===== src/rtl/register_file_fwd.sv =====
// Decode-stage register file: 32 x 8-bit registers with write-through bypass,
// per-port 4:1 forwarding muxes, an immediate select on port B, and registered A/B operands.
module register_file_fwd #(
  parameter int DATA_W = 8,
  parameter int ADDR_W = 5,
  parameter int INS_W  = 20
) (
  input  logic              clk,
  input  logic              rst_n,
  input  logic [INS_W-1:0]  Ins,
  input  logic              reg_wr_en,
  input  logic [ADDR_W-1:0] RW_dm,
  input  logic [DATA_W-1:0] mux_ans_dm,
  input  logic [DATA_W-1:0] ans_ex,
  input  logic [DATA_W-1:0] ans_wb,
  input  logic [DATA_W-1:0] Imm,
  input  logic [1:0]        mux_sel_a,
  input  logic [1:0]        mux_sel_b,
  input  logic              Imm_sel,
  output logic [DATA_W-1:0] A,
  output logic [DATA_W-1:0] B
);

  localparam int NUM_REGS = 2 ** ADDR_W;

  typedef enum logic [1:0] {
    FWD_REG = 2'b00,
    FWD_EX  = 2'b01,
    FWD_DM  = 2'b10,
    FWD_WB  = 2'b11
  } fwd_sel_e;

  logic [DATA_W-1:0] regs_q [NUM_REGS];
  logic [DATA_W-1:0] regs_d [NUM_REGS];
  logic [DATA_W-1:0] a_q, a_d;
  logic [DATA_W-1:0] b_q, b_d;

  logic [ADDR_W-1:0] rs1, rs2;
  logic              wr_hit;
  logic [DATA_W-1:0] rd_a, rd_b;
  logic [DATA_W-1:0] fwd_a, fwd_b;

  // The upper instruction field belongs to other stages.
  logic unused_ins;
  assign unused_ins = ^Ins[INS_W-1:2*ADDR_W];

  assign rs1    = Ins[2*ADDR_W-1:ADDR_W];
  assign rs2    = Ins[ADDR_W-1:0];
  assign wr_hit = reg_wr_en && (RW_dm != '0);

  always_comb begin
    // NOTE: every always_comb output gets a default first so no path leaves it unassigned (no latch).
    regs_d = regs_q;
    if (wr_hit) regs_d[RW_dm] = mux_ans_dm;
  end

  // Register read with write-through bypass; r0 always reads as zero.
  always_comb begin
    rd_a = regs_q[rs1];
    if (rs1 == '0)                     rd_a = '0;
    else if (wr_hit && RW_dm == rs1)   rd_a = mux_ans_dm;

    rd_b = regs_q[rs2];
    if (rs2 == '0)                     rd_b = '0;
    else if (wr_hit && RW_dm == rs2)   rd_b = mux_ans_dm;
  end

  always_comb begin
    fwd_a = rd_a;
    unique case (fwd_sel_e'(mux_sel_a))
      FWD_REG: fwd_a = rd_a;
      FWD_EX:  fwd_a = ans_ex;
      FWD_DM:  fwd_a = mux_ans_dm;
      FWD_WB:  fwd_a = ans_wb;
      default: fwd_a = rd_a;
    endcase

    fwd_b = rd_b;
    unique case (fwd_sel_e'(mux_sel_b))
      FWD_REG: fwd_b = rd_b;
      FWD_EX:  fwd_b = ans_ex;
      FWD_DM:  fwd_b = mux_ans_dm;
      FWD_WB:  fwd_b = ans_wb;
      default: fwd_b = rd_b;
    endcase
  end

  always_comb begin
    a_d = fwd_a;
    b_d = Imm_sel ? Imm : fwd_b;
  end

  always_ff @(posedge clk or negedge rst_n) begin
    if (!rst_n) begin
      // NOTE: the register array is reset deliberately; software relies on every register starting at zero.
      for (int i = 0; i < NUM_REGS; i++) regs_q[i] <= '0;
      a_q <= '0;
      b_q <= '0;
    end else begin
      // NOTE: sequential state uses non-blocking assignments so all flops sample pre-edge values.
      regs_q <= regs_d;
      a_q    <= a_d;
      b_q    <= b_d;
    end
  end

  assign A = a_q;
  assign B = b_q;

endmodule


===== config.mk =====
export PLATFORM = sky130hd
export DESIGN_NAME = register_file_fwd
export DESIGN_NICKNAME = d
export VERILOG_FILES = /design/src/rtl/register_file_fwd.sv
export SDC_FILE = /design/constraint.sdc
export NUM_CORES = 1
export LEC_CHECK = 0
export BUFFER_PORTS_ARGS = -buffer_cell sky130_fd_sc_hd__buf_2
export CORE_MARGIN = 4
export CORE_UTILIZATION = 35
export DETAILED_ROUTE_END_ITERATION = 6
export HOLD_SLACK_MARGIN = 0.06
export PLACE_DENSITY = 0.62
export SYNTH_ARGS = -nofsm -noshare
export SYNTH_HDL_FRONTEND = slang
export SYNTH_SLANG_ARGS = --single-unit

===== constraint.sdc =====
create_clock -name clk -period 1.6 [get_ports clk]
set_clock_uncertainty 0.05 [all_clocks]
set_input_delay 0.16 -clock clk [delete_from_list [all_inputs] [get_ports clk]]
set_output_delay 0.16 -clock clk [all_outputs]
set_load 0.03 [all_outputs]

# Yosys cells after proc, flatten, opt, wreduce, memory -nomap -nowiden
# Index checks and enable logic that the tools add are counted.
# totals
register_bits	272
inputBits	65
out_inout_bits	16
# classes
n_lt_le_gt_ge	4
eq_ne	8
n_mux	16
bitwise_logic	3
reduce_logical	9
# op_table
operator	count
256-bit bitwise mux	1
8-bit binary-select mux with 5-bit select	2
8-bit two-way mux	10
8-bit one-hot mux with 4 select lines	2
8-bit demux with 5-bit select	1
6-bit >= comparator, second input constant	3
5-bit inverter with 6-bit output	3
5-bit equality test	2
5-bit zero test	2
2-bit equality test, second input constant	4
6-bit by 1-bit < comparator with 1-bit output, second input constant	1
5-bit nonzero test	1
2-bit by 1-bit equality test with 1-bit output, second input constant	2
1-bit logical AND	4
2-bit zero test	2

# Longest topological paths before layout
# Gate-level depths: netlist of run 1.
# logic_depth
ltp_word	8
depth_mapped	8
ltp_nobuf	5

# Least setup slack after synthesis of run 1
# Ideal clock, no wire load.
# synth_timing
path_kind	input-to-reg
from	input Ins[5]
to	register a_q[0], in the netlist A[0]
setup_time_ns	0.132
arrival_ns	1.561
slack_ns	-0.143
path_stages	6
n_path_buf	2
path_cell_list	buf_6 > buf_8 > mux4_1 > mux4_2 > clkinv_1 > o211ai_2
# synth_via
elab_chain_cells	7
word_cells_on_any_way	10
cone_classes	eq/ne: 1; mux: 6; bitwise: 1; reduce/logical: 2
# synth_rtl
element	line	rtl
start, declared	10	input logic [INS_W-1:0] Ins,
5-bit inverter with 6-bit output (implied by the code)	59	rd_a = regs_q[rs1];
8-bit binary-select mux with 5-bit select	59	
8-bit two-way mux (implied by the code) (2 in a row)	59	
8-bit two-way mux	61	else if (wr_hit && RW_dm == rs1) rd_a = mux_ans_dm;
8-bit two-way mux (*)	60	if (rs1 == '0) rd_a = '0;
8-bit one-hot mux with 4 select lines (*)	70	unique case (fwd_sel_e'(mux_sel_a))
named net a_d[0]	35	logic [DATA_W-1:0] a_q, a_d;
end signal, assigned	97	a_q <= '0;
end signal, assigned	102	a_q <= a_d;
end, declared	35	
# Mark *: on every way through the listed nets, which the timed path passes. The rest lies on a longest branch. The select of a mux whose other input is x is not followed.
# A chain may end at the register's enable or synchronous reset.

# Worst setup path after layout of run 1
# layout_timing
from	register regs_q[105] (netlist name)
to	register a_q[1], in the netlist A[1]
# layout_via
elab_chain_cells	6
# layout_rtl
element	line	rtl
start, declared	33	logic [DATA_W-1:0] regs_q [NUM_REGS];
start signal, assigned	101	regs_q <= regs_d;
8-bit binary-select mux with 5-bit select	59	
8-bit two-way mux (implied by the code) (2 in a row)	59	
8-bit two-way mux	61	
8-bit two-way mux	60	
8-bit one-hot mux with 4 select lines	70	
named net a_d[1]	35	
# The timed path passes the listed nets, and every way through them passes these cells. The select of a mux whose other input is x is not followed.

==> flow_summary.yaml, run 1 <==
synthesis:
  ys_warn_count: 0
  synth.top_cell.area_share_pct: 44.9
  synth_ff_type: "dfrtp_1"
  synth-async-reset-ratio_pct: 100
  syn-num-nets: 1201
  syn_area_per_cell_um2: 13.3
  syn_inst: 1136
  synth_edf_count: 0
  ys_types: 52
  ys_seq_area_share_pct: 44.9
  syn-cell-area_um2: 15100
  synth_top_area_cell: "dfrtp_1"
  ys_ff_latch: 272
  synth_area_leaders: "dfrtp_1 (45%), mux2_2 (15%), mux2i_1 (9.1%), mux4_2 (9.1%), mux2_1 (4.2%)"
drt:
  drt_iter0_drc: 1061
  routedWlPerCell_um: 23.7
  ant_nets: 0
  post-route-drc-count: 0
  wl_um: 47100
  drt_pass1_iterations: 5
  vias: 11100
  viasPerCell: 5.58
placement:
  dpl.hpwl_um: 33500
  placed_area_um2: 18000
  gp_congestion: 0.894
  portBuffers: 70
pwr:
  ir_drop_mv: 0.765
  comb_power_share_pct: 25.3
  p_seq_share_pct: 42.7
  finalPower_mw: 21.2
  power_density_nw_per_um2: 1080
  p_switching_mw: 6.07
  p_sw_share_pct: 28.6
  clockPowerShare_pct: 32.1
  p_leak_nw: 8.78
  intPower_mw: 15.2
sta:
  setup_tns_ns: -1.27
  layout_min_cycle_time_ns: 1.78
  slew_headroom_pct: 37.8
  tightest_slew_ns: 0.931
  rsz0062_at_grt: "yes"
  fmax_mhz: 562
  hold_viol: 0
  drv_slew: 0
  setup_viol: 12
  layout_setup_ws_ns: -0.178
  hold_ws_ns: 0.122
  min_period_over_period_pct: 111
cts:
  tritoncts: "done"
  cts_root_buf: "clkbuf_16"
  insertion_delay_ns: 0.56
  htree_levels: 1
  clkTransAtPathRegs_ns: 0.06
  clkSinkCount: 272
  cts.path.max_buffers: 3
  cts_inserted_buffers: 31
grt:
  grt_pass1_vias: 11300
  grt_util_all_layers_pct: 19.9
  grt_overflow_total: 0
  grt_max_degree: 58
  grt_pass1_wl_um: 72000
  antenna_found_initial: 3
finish:
  seq_area_um2: 6810
  finalInstanceArea_um2: 19600
  fin_nets: 1451
  layout_commonest_cell: "dfrtp_1"
  fillers: 3737
  multi_input_area_um2: 8030
  drive_gt1_share_pct: 47.8
  final_cell_mix: "dfrtp_1 (272), mux2_2 (199), buf_4 (152)"
  synthToLayoutAreaGrowth_pct: 29.3
worst_setup_path:
  start_kind: "register"
  crit_type: "reg -> reg"
  reg2reg_to: "A[1]"
  crit_fanout: 2
  r2r_start: "regs_q[105]"
  reg2regPathDepth: 4
  cp-end-kind: "register"
  arrival_ns: 2.15
  reg2reg_slack_ns: -0.18
  worstPathRequired_ns: 1.98
die:
  die_w_um: 216
  start_util_pct: 35.8
  rows: 75
  fp.dieArea_um2: 46700
  ioPinCount: 81
  fp.dieH_um: 216
  core_um2: 42300
run_status:
  violations: "setup timing"
  status: "finished with violations"
job:
  maxCapViolations: 0
hold_path:
  holdPathEnd: "regs_q[24]"
  hold_start: "mux_ans_dm[0]"
  hold_path_class: "in -> reg"
  hold_path_depth: 2
## final cells by class
cell class | instances | area share (%)
clock buffer | 45 | 4.48
multi-input combinational | 751 | 41.0
timing repair buffer | 318 | 15.3
sequential | 272 | 34.8
antenna | 1 | 0.0128
inverter | 12 | 0.243
clock inverter | 12 | 0.479
tap | 577 | 3.69
## cell usage after synthesis, types with 3 or more instances
cell        n
mux4_2     61
a22oi_1    80
nand2_1    26
dfrtp_1   272
xor2_1      3
nand4b_1    8
and2_1      4
nor2_2      6
a21o_1      7
mux2_2    199
nor2b_1     7
a21oi_1    17
nor3b_1     4
mux4_1      8
a31oi_1     8
nand4_1     8
nor2_1     22
clkinv_1    7
nor2_4      4
mux2i_1   138
nand3_1    35
xnor2_1     7
nand3b_1    4
buf_6       4
inv_1       4
buf_2      35
buf_1      10
clkbuf_1   48
o211ai_2    7
a221o_1     8
nor3_1      3
mux2_1     57
## registers in the layout, summed over array words and instances, names as in the netlist
signal,cells
A,8
regs_q,256
B,8
## worst max-delay path, cell delays in order (launching register included)
cell	delay (ns)
dfrtp_1	0.39
mux4_4	0.59
mux4_2	0.47
clkinv_1	0.08
o211ai_2	0.07
## power groups by stage
stage / registers [mW] / clock network (mW) / logic, mW
floorplan: 8.94 / 0 / 2.99
global placement: 9.07 / 0 / 4.89
detailed placement: 9.14 / 0 / 5.01
CTS: 9.02 / 6.96 / 5.20
global route: 9.21 / 7.22 / 5.76
finish: 9.07 / 6.81 / 5.37
## per-stage QoR
| step | utilization (%) | instances | setup WS, ns |
|---|---|---|---|
| 6_report | 46.3 | 1988 | -0.178 |
| 5_1_grt | 46.3 | 1988 | -0.216 |
| 4_1_cts | 45.8 | 1986 | -0.166 |
| 3_5_place_dp | 42.5 | 1894 | -0.425 |
| 3_3_place_gp | 42.5 | 1894 | -0.421 |
| 2_1_floorplan | - | 1136 | -0.101 |
## cell families after synthesis
group	synth area share (%)
multiplexers	38.9
flip-flops	44.9
AND/OR/NAND/NOR	5.14
AO/OA/AOI/OAI	6.90
buffers and inverters	3.49
XOR/XNOR	0.578
## routing by layer
metal / global-route usage, % / share of wire [%] / vias to the layer above
li1: - / - / 4864
met1: 28.2 / 44 / 5761
met2: 30.8 / 45 / 379
met3: 4.18 / 7.3 / 84
met4: 6.57 / 3.2 / 2
met5: 0 / 0.019 / -
## worst max path at each step
stage	from	to	cells past startpoint
finish	regs_q[105]	A[1]	4
detailed placement	Ins[5]	A[6]	7
CTS	regs_q[105]	A[1]	4
global placement	Ins[5]	A[6]	7
floorplan	regs_q[96]	A[0]	4
global route	regs_q[105]	A[1]	4
## repair_timing
| action | in CTS | in global routing |
|---|---|---|
| hold buffers | 29 | 1 |
| resized for setup | 20 | 43 |
| pin swaps | 24 | 35 |
| setup buffers | 6 | 3 |
| endpoints found under the setup margin | 14 | 38 |
| hold endpoints to repair | 288 | 22 |
(Power assumes the default switching activity.)
==> inputs of run 2 (changes only) <==
--- a/config.mk
+++ b/config.mk
@@ -11,6 +11,7 @@
 export DETAILED_ROUTE_END_ITERATION = 6
 export HOLD_SLACK_MARGIN = 0.06
 export PLACE_DENSITY = 0.62
+export RECOVER_POWER = 100
 export SYNTH_ARGS = -nofsm -noshare
 export SYNTH_HDL_FRONTEND = slang
 export SYNTH_SLANG_ARGS = --single-unit
==> run 2 against run 1 <==
  * The run still ends with setup timing left
  * Power decreased by 0.26%
  * Fmax decreased by 0.14%
  * Combinational power decreased by 1%
  * Critical path depth unchanged
  * Critical path type unchanged
  * Largest cell class unchanged
  * Largest power group unchanged
  * Highest routed layer unchanged
==> flow_summary.yaml, run 2 (same netlist as run 1, synthesis figures left out) <==
cts:
  clkTransAtPathRegs_ns: 0.06
  clkSinkCount: 272
  insertion_delay_ns: 0.57
  cts_inserted_buffers: 31
  cts_root_buf: "clkbuf_16"
  tritoncts: "done"
  htree_levels: 1
  cts.path.max_buffers: 3
die:
  rows: 75
  fp.dieArea_um2: 46700
  core_um2: 42300
  die_w_um: 216
  start_util_pct: 35.8
  ioPinCount: 81
  fp.dieH_um: 216
finish:
  synthToLayoutAreaGrowth_pct: 26.3
  largest_reg_flops: 256
  layout_commonest_cell: "dfrtp_1"
  top_register: "regs_q"
  drive_gt1_share_pct: 44.6
  utilization_pct: 45.2
  final_cell_mix: "dfrtp_1 (272), mux2_2 (199), buf_4 (131)"
  finalInstanceArea_um2: 19100
  fin_nets: 1451
grt:
  antenna_found_initial: 2
  grt_overflow_total: 0
  grt_util_all_layers_pct: 19.9
  grt_pass1_vias: 11300
  grt_pass1_wl_um: 72000
  grt_max_degree: 58
sta:
  layout_min_cycle_time_ns: 1.78
  layout_setup_ws_ns: -0.180
  slew_headroom_pct: 37.1
  fmax_mhz: 562
  rsz0062_at_grt: "yes"
  hold_ws_ns: 0.124
  setup_tns_ns: -1.27
  setup_viol: 12
  min_period_over_period_pct: 111
  drv_slew: 0
  hold_viol: 0
  tightest_slew_ns: 0.941
placement:
  placed_area_um2: 18000
  gp_congestion: 0.894
  dpl.hpwl_um: 33500
  portBuffers: 70
drt:
  drt_iter0_drc: 1040
  viasPerCell: 5.56
  vias: 11100
  wl_um: 47100
  post-route-drc-count: 0
  ant_nets: 0
  drt_pass1_iterations: 5
  routedWlPerCell_um: 23.7
worst_setup_path:
  crit_slowest_cell: "mux4_4"
  r2r_start: "regs_q[105]"
  start_kind: "register"
  arrival_ns: 2.16
  path_cells: "mux4_4, mux4_2, clkinv_1, o211ai_2"
  worstPathRequired_ns: 1.98
  cp-end-kind: "register"
  max_stage_delay_ns: 0.59
  reg2reg_slack_ns: -0.18
  reg2reg_to: "A[1]"
  crit_fanout: 2
  crit_type: "reg -> reg"
  reg2regPathDepth: 4
pwr:
  p_leak_nw: 8.57
  power_density_nw_per_um2: 1110
  ir_drop_mv: 0.768
  finalPower_mw: 21.2
hold_path:
  hold_start: "mux_ans_dm[0]"
  hold_path_depth: 2
  holdPathEnd: "regs_q[24]"
  hold_path_class: "in -> reg"
run_status:
  status: "finished with violations"
  violations: "setup timing"
job:
  maxCapViolations: 0
==> run 2: cell count changes in the layout (fill, tap and decap cells not counted), moves of 2 or more <==
| cell | before | now |
|---|---|---|
| dlymetal6s2s_1 | 0 | 2 |
| buf_12 | 51 | 25 |
| buf_2 | 67 | 49 |
| buf_6 | 18 | 20 |
| clkbuf_1 | 9 | 45 |
| clkbuf_2 | 0 | 16 |
| nor2_1 | 21 | 28 |
| clkbuf_4 | 0 | 8 |
| buf_4 | 152 | 131 |
| nor2_2 | 7 | 1 |
==> run 2: cell type report <==
| cell class | instances | area (um^2) |
|---|---|---|
| fill | 3809 | 23200 |
| multi-input combinational | 751 | 8010 |
| sequential | 272 | 6810 |
| timing repair buffer | 318 | 2570 |
| clock buffer | 45 | 878 |
| tap | 577 | 722 |
| clock inverter | 12 | 93.8 |
| inverter | 12 | 47.5 |
| antenna | 1 | 2.50 |
==> run 2: how the worst max path moves through the flow <==
stage,start,endpoint
detailed placement,Ins[5],A[6]
global placement,Ins[5],A[6]
global route,regs_q[105],A[1]
floorplan,regs_q[96],A[0]
finish,regs_q[105],A[1]
CTS,regs_q[105],A[1]
==> run 2: worst max-delay path, delay by kind of cell, from the launching register on <==
family                 cells  cell delay [ns]
buffers and inverters      1             0.08
multiplexers               2             1.06
flip-flops                 1             0.39
AO/OA/AOI/OAI              1             0.07
==> run 2: through the flow <==
step / cells / worst slack [ns]
after floorplan: 1136 / -0.101
after global placement: 1894 / -0.421
after detailed placement: 1894 / -0.425
after CTS: 1986 / -0.166
after global routing: 1988 / -0.216
final: 1988 / -0.180
==> run 2: repair_timing <==
action	4_1_cts	5_1_grt
pin swaps	24	35
setup buffers	6	3
endpoints found under the setup margin	14	38
cloned	0	0
hold endpoints to repair	288	22
hold buffers	29	1
gates resized for setup	20	43
==> run 2: metal layers <==
metal	track usage, %	routed length, um
met2	30.8	21100
met5	0	8
met4	6.57	1520
met1	28.2	20900
met3	4.18	3590
==> run 2: power by group <==
group | internal, mW | switching, mW | leakage, nW | total (mW)
Clock | 3.95 | 2.86 | 0.484 | 6.81
Sequential | 8.15 | 0.916 | 3.48 | 9.07
Combinational | 3.02 | 2.29 | 4.60 | 5.31
==> inputs of run 3 (changes only) <==
--- a/config.mk
+++ b/config.mk
@@ -10,7 +10,7 @@
 export CORE_UTILIZATION = 35
 export DETAILED_ROUTE_END_ITERATION = 6
 export HOLD_SLACK_MARGIN = 0.06
-export PLACE_DENSITY = 0.62
+export PLACE_DENSITY = 0.61
 export RECOVER_POWER = 100
 export SYNTH_ARGS = -nofsm -noshare
 export SYNTH_HDL_FRONTEND = slang
==> constraint.sdc (replaced) <==
create_clock -name clk -period 1.7 [get_ports clk]
set_clock_uncertainty 0.05 [all_clocks]
set_input_delay 0.17 -clock clk [delete_from_list [all_inputs] [get_ports clk]]
set_output_delay 0.17 -clock clk [all_outputs]
set_load 0.03 [all_outputs]
==> run 3 against run 2 <==
  * The flow still finishes with violations (setup timing)
  * Hold slack barely moved
  * Global-route usage grew 0.84 points
  * Power shrank 6.5%
  * Wire length up 4.2%
  * Combinational power decreased by 10%
  * Register-to-register slack hardly changed
  * Cell area shrank 0.93%
  * Final cell count fell by 0.15%
  * Fmax is 5.9% lower
  * Sequential cell count unchanged
  * Clock-buffer cell count up 1
  * Clock power decreased by 5.3%
  * Highest routed layer unchanged
==> flow_summary.yaml, run 3 (same netlist as run 1, synthesis figures left out) <==
run_status:
  status: "finished with violations"
  violations: "setup timing"
grt:
  grt_max_degree: 47
  antenna_found_initial: 1
  grt_pass1_wl_um: 75300
  grt_util_all_layers_pct: 20.8
  grt_overflow_total: 0
  grt_pass1_vias: 11700
placement:
  placed_cells: 1900
  preCtsSetupSlack_ns: -0.365
  portBuffers: 70
  dpl.hpwl_um: 35000
  gp_congestion: 0.894
finish:
  diodes: 0
  top_register: "regs_q"
  drive_gt1_share_pct: 42.2
  synthToLayoutAreaGrowth_pct: 25.2
  fin_nets: 1454
  largest_reg_flops: 256
  utilization_pct: 44.8
  fillers: 3843
  final_cell_mix: "dfrtp_1 (272), mux2_2 (199), mux2i_1 (135)"
  fin_cells: 1985
  layout_commonest_cell: "dfrtp_1"
sta:
  hold_viol: 0
  setup_viol: 8
  hold_ws_ns: 0.124
  layout_min_cycle_time_ns: 1.89
  min_period_over_period_pct: 111
  rsz0062_at_grt: "yes"
  slew_headroom_pct: 11.2
  tightest_slew_ns: 1.33
  drv_slew: 0
  layout_setup_ws_ns: -0.192
  fmax_mhz: 529
cts:
  tritoncts: "done"
  clkSinkCount: 272
  clkTransAtPathRegs_ns: 0.07
  cts_inserted_buffers: 29
  cts.path.max_buffers: 3
  insertion_delay_ns: 0.58
  cts_root_buf: "clkbuf_16"
  htree_levels: 1
drt:
  post-route-drc-count: 0
  drt_pass1_iterations: 5
  ant_nets: 0
  drt_iter0_drc: 949
  vias: 11200
  wl_um: 49100
  routedWlPerCell_um: 24.7
  viasPerCell: 5.63
pwr:
  p_leak_nw: 8.54
  ir_drop_mv: 0.618
  power_density_nw_per_um2: 1050
  finalPower_mw: 19.8
die:
  ioPinCount: 81
  fp.dieH_um: 216
  fp.dieArea_um2: 46700
  core_um2: 42300
  die_w_um: 216
  rows: 75
  start_util_pct: 35.8
job:
  maxCapViolations: 0
worst_setup_path:
  worstPathRequired_ns: 2.10
  crit_type: "reg -> reg"
  cp-end-kind: "register"
  start_kind: "register"
  crit_fanout: 3
  arrival_ns: 2.29
hold_path:
  hold_path_class: "in -> reg"
[run 3: changes by cell type in the layout (fill, tap and decap cells not counted), moves of 5 or more]
cell,delta
a22oi_2,-14
mux2i_2,-6
nand3_1,+7
buf_6,-17
a22oi_1,+14
clkbuf_1,+5
mux2i_1,+7
nand3_2,-6
[run 3: layout make-up]
cell class / count / area [um^2] / area share, %
Sequential cell: 272 / 6810 / 35.9
Inverter: 12 / 52.6 / 0.277
Clock buffer: 46 / 880 / 4.64
Multi-Input combinational cell: 751 / 7840 / 41.3
Tap cell: 577 / 722 / 3.81
Clock inverter: 4 / 70.1 / 0.370
Timing Repair Buffer: 323 / 2590 / 13.7
[run 3: worst paths after layout]
| check | startpoint | end | slack [ns] | cells after the start |
|---|---|---|---|---|
| hold reg to reg | regs_q[255] | regs_q[255] | 0.36 | 0 |
| hold / removal | ans_wb[1] | B[1] | 0.12 | 5 |
| setup reg to reg | regs_q[121] | A[1] | -0.19 | 4 |
| setup / recovery | regs_q[121] | A[1] | -0.19 | 4 |
| min in group asynchronous | rst_n | regs_q[112] | 0.40 | 2 |
| max in group asynchronous | rst_n | regs_q[152] | 0.23 | 3 |
[run 3: report_power, final]
group          total (mW)  leakage [nW]  switching (mW)  internal, mW
logic                4.78          4.59            2.09          2.69
clock network        6.45         0.468            2.65          3.80
registers            8.60          3.48           0.922          7.67
[run 3: worst max-delay path: stages, from the launching register on]
cell and delay, ns:
dfrtp_1 0.41, mux4_4 0.66, mux4_2 0.52, clkinv_1 0.08, o211ai_2 0.07
[run 3: metal layers]
layer	global-route usage [%]	vias up	wire length (um)
li1	-	4841	-
met1	29.2	5817	21700
met2	33.7	427	22800
met3	3.74	92	3270
met4	5.10	2	1280
met5	0	-	13
[run 3: timing repair]
item | CTS | global route
hold buffers | 33 | 0
setup endpoints to repair | 10 | 14
hold endpoints to repair | 323 | 0
gates resized for setup | 11 | 15
setup buffers | 1 | 1
pin swaps | 0 | 10
[run 3: stage by stage]
stage | TNS (ns) | cell area (um^2)
floorplan | -0.0364 | 15200
global placement | -4.51 | 18000
detailed placement | -5.17 | 18000
CTS | -0.435 | 19300
global route | -0.860 | 19000
finish | -0.504 | 19000
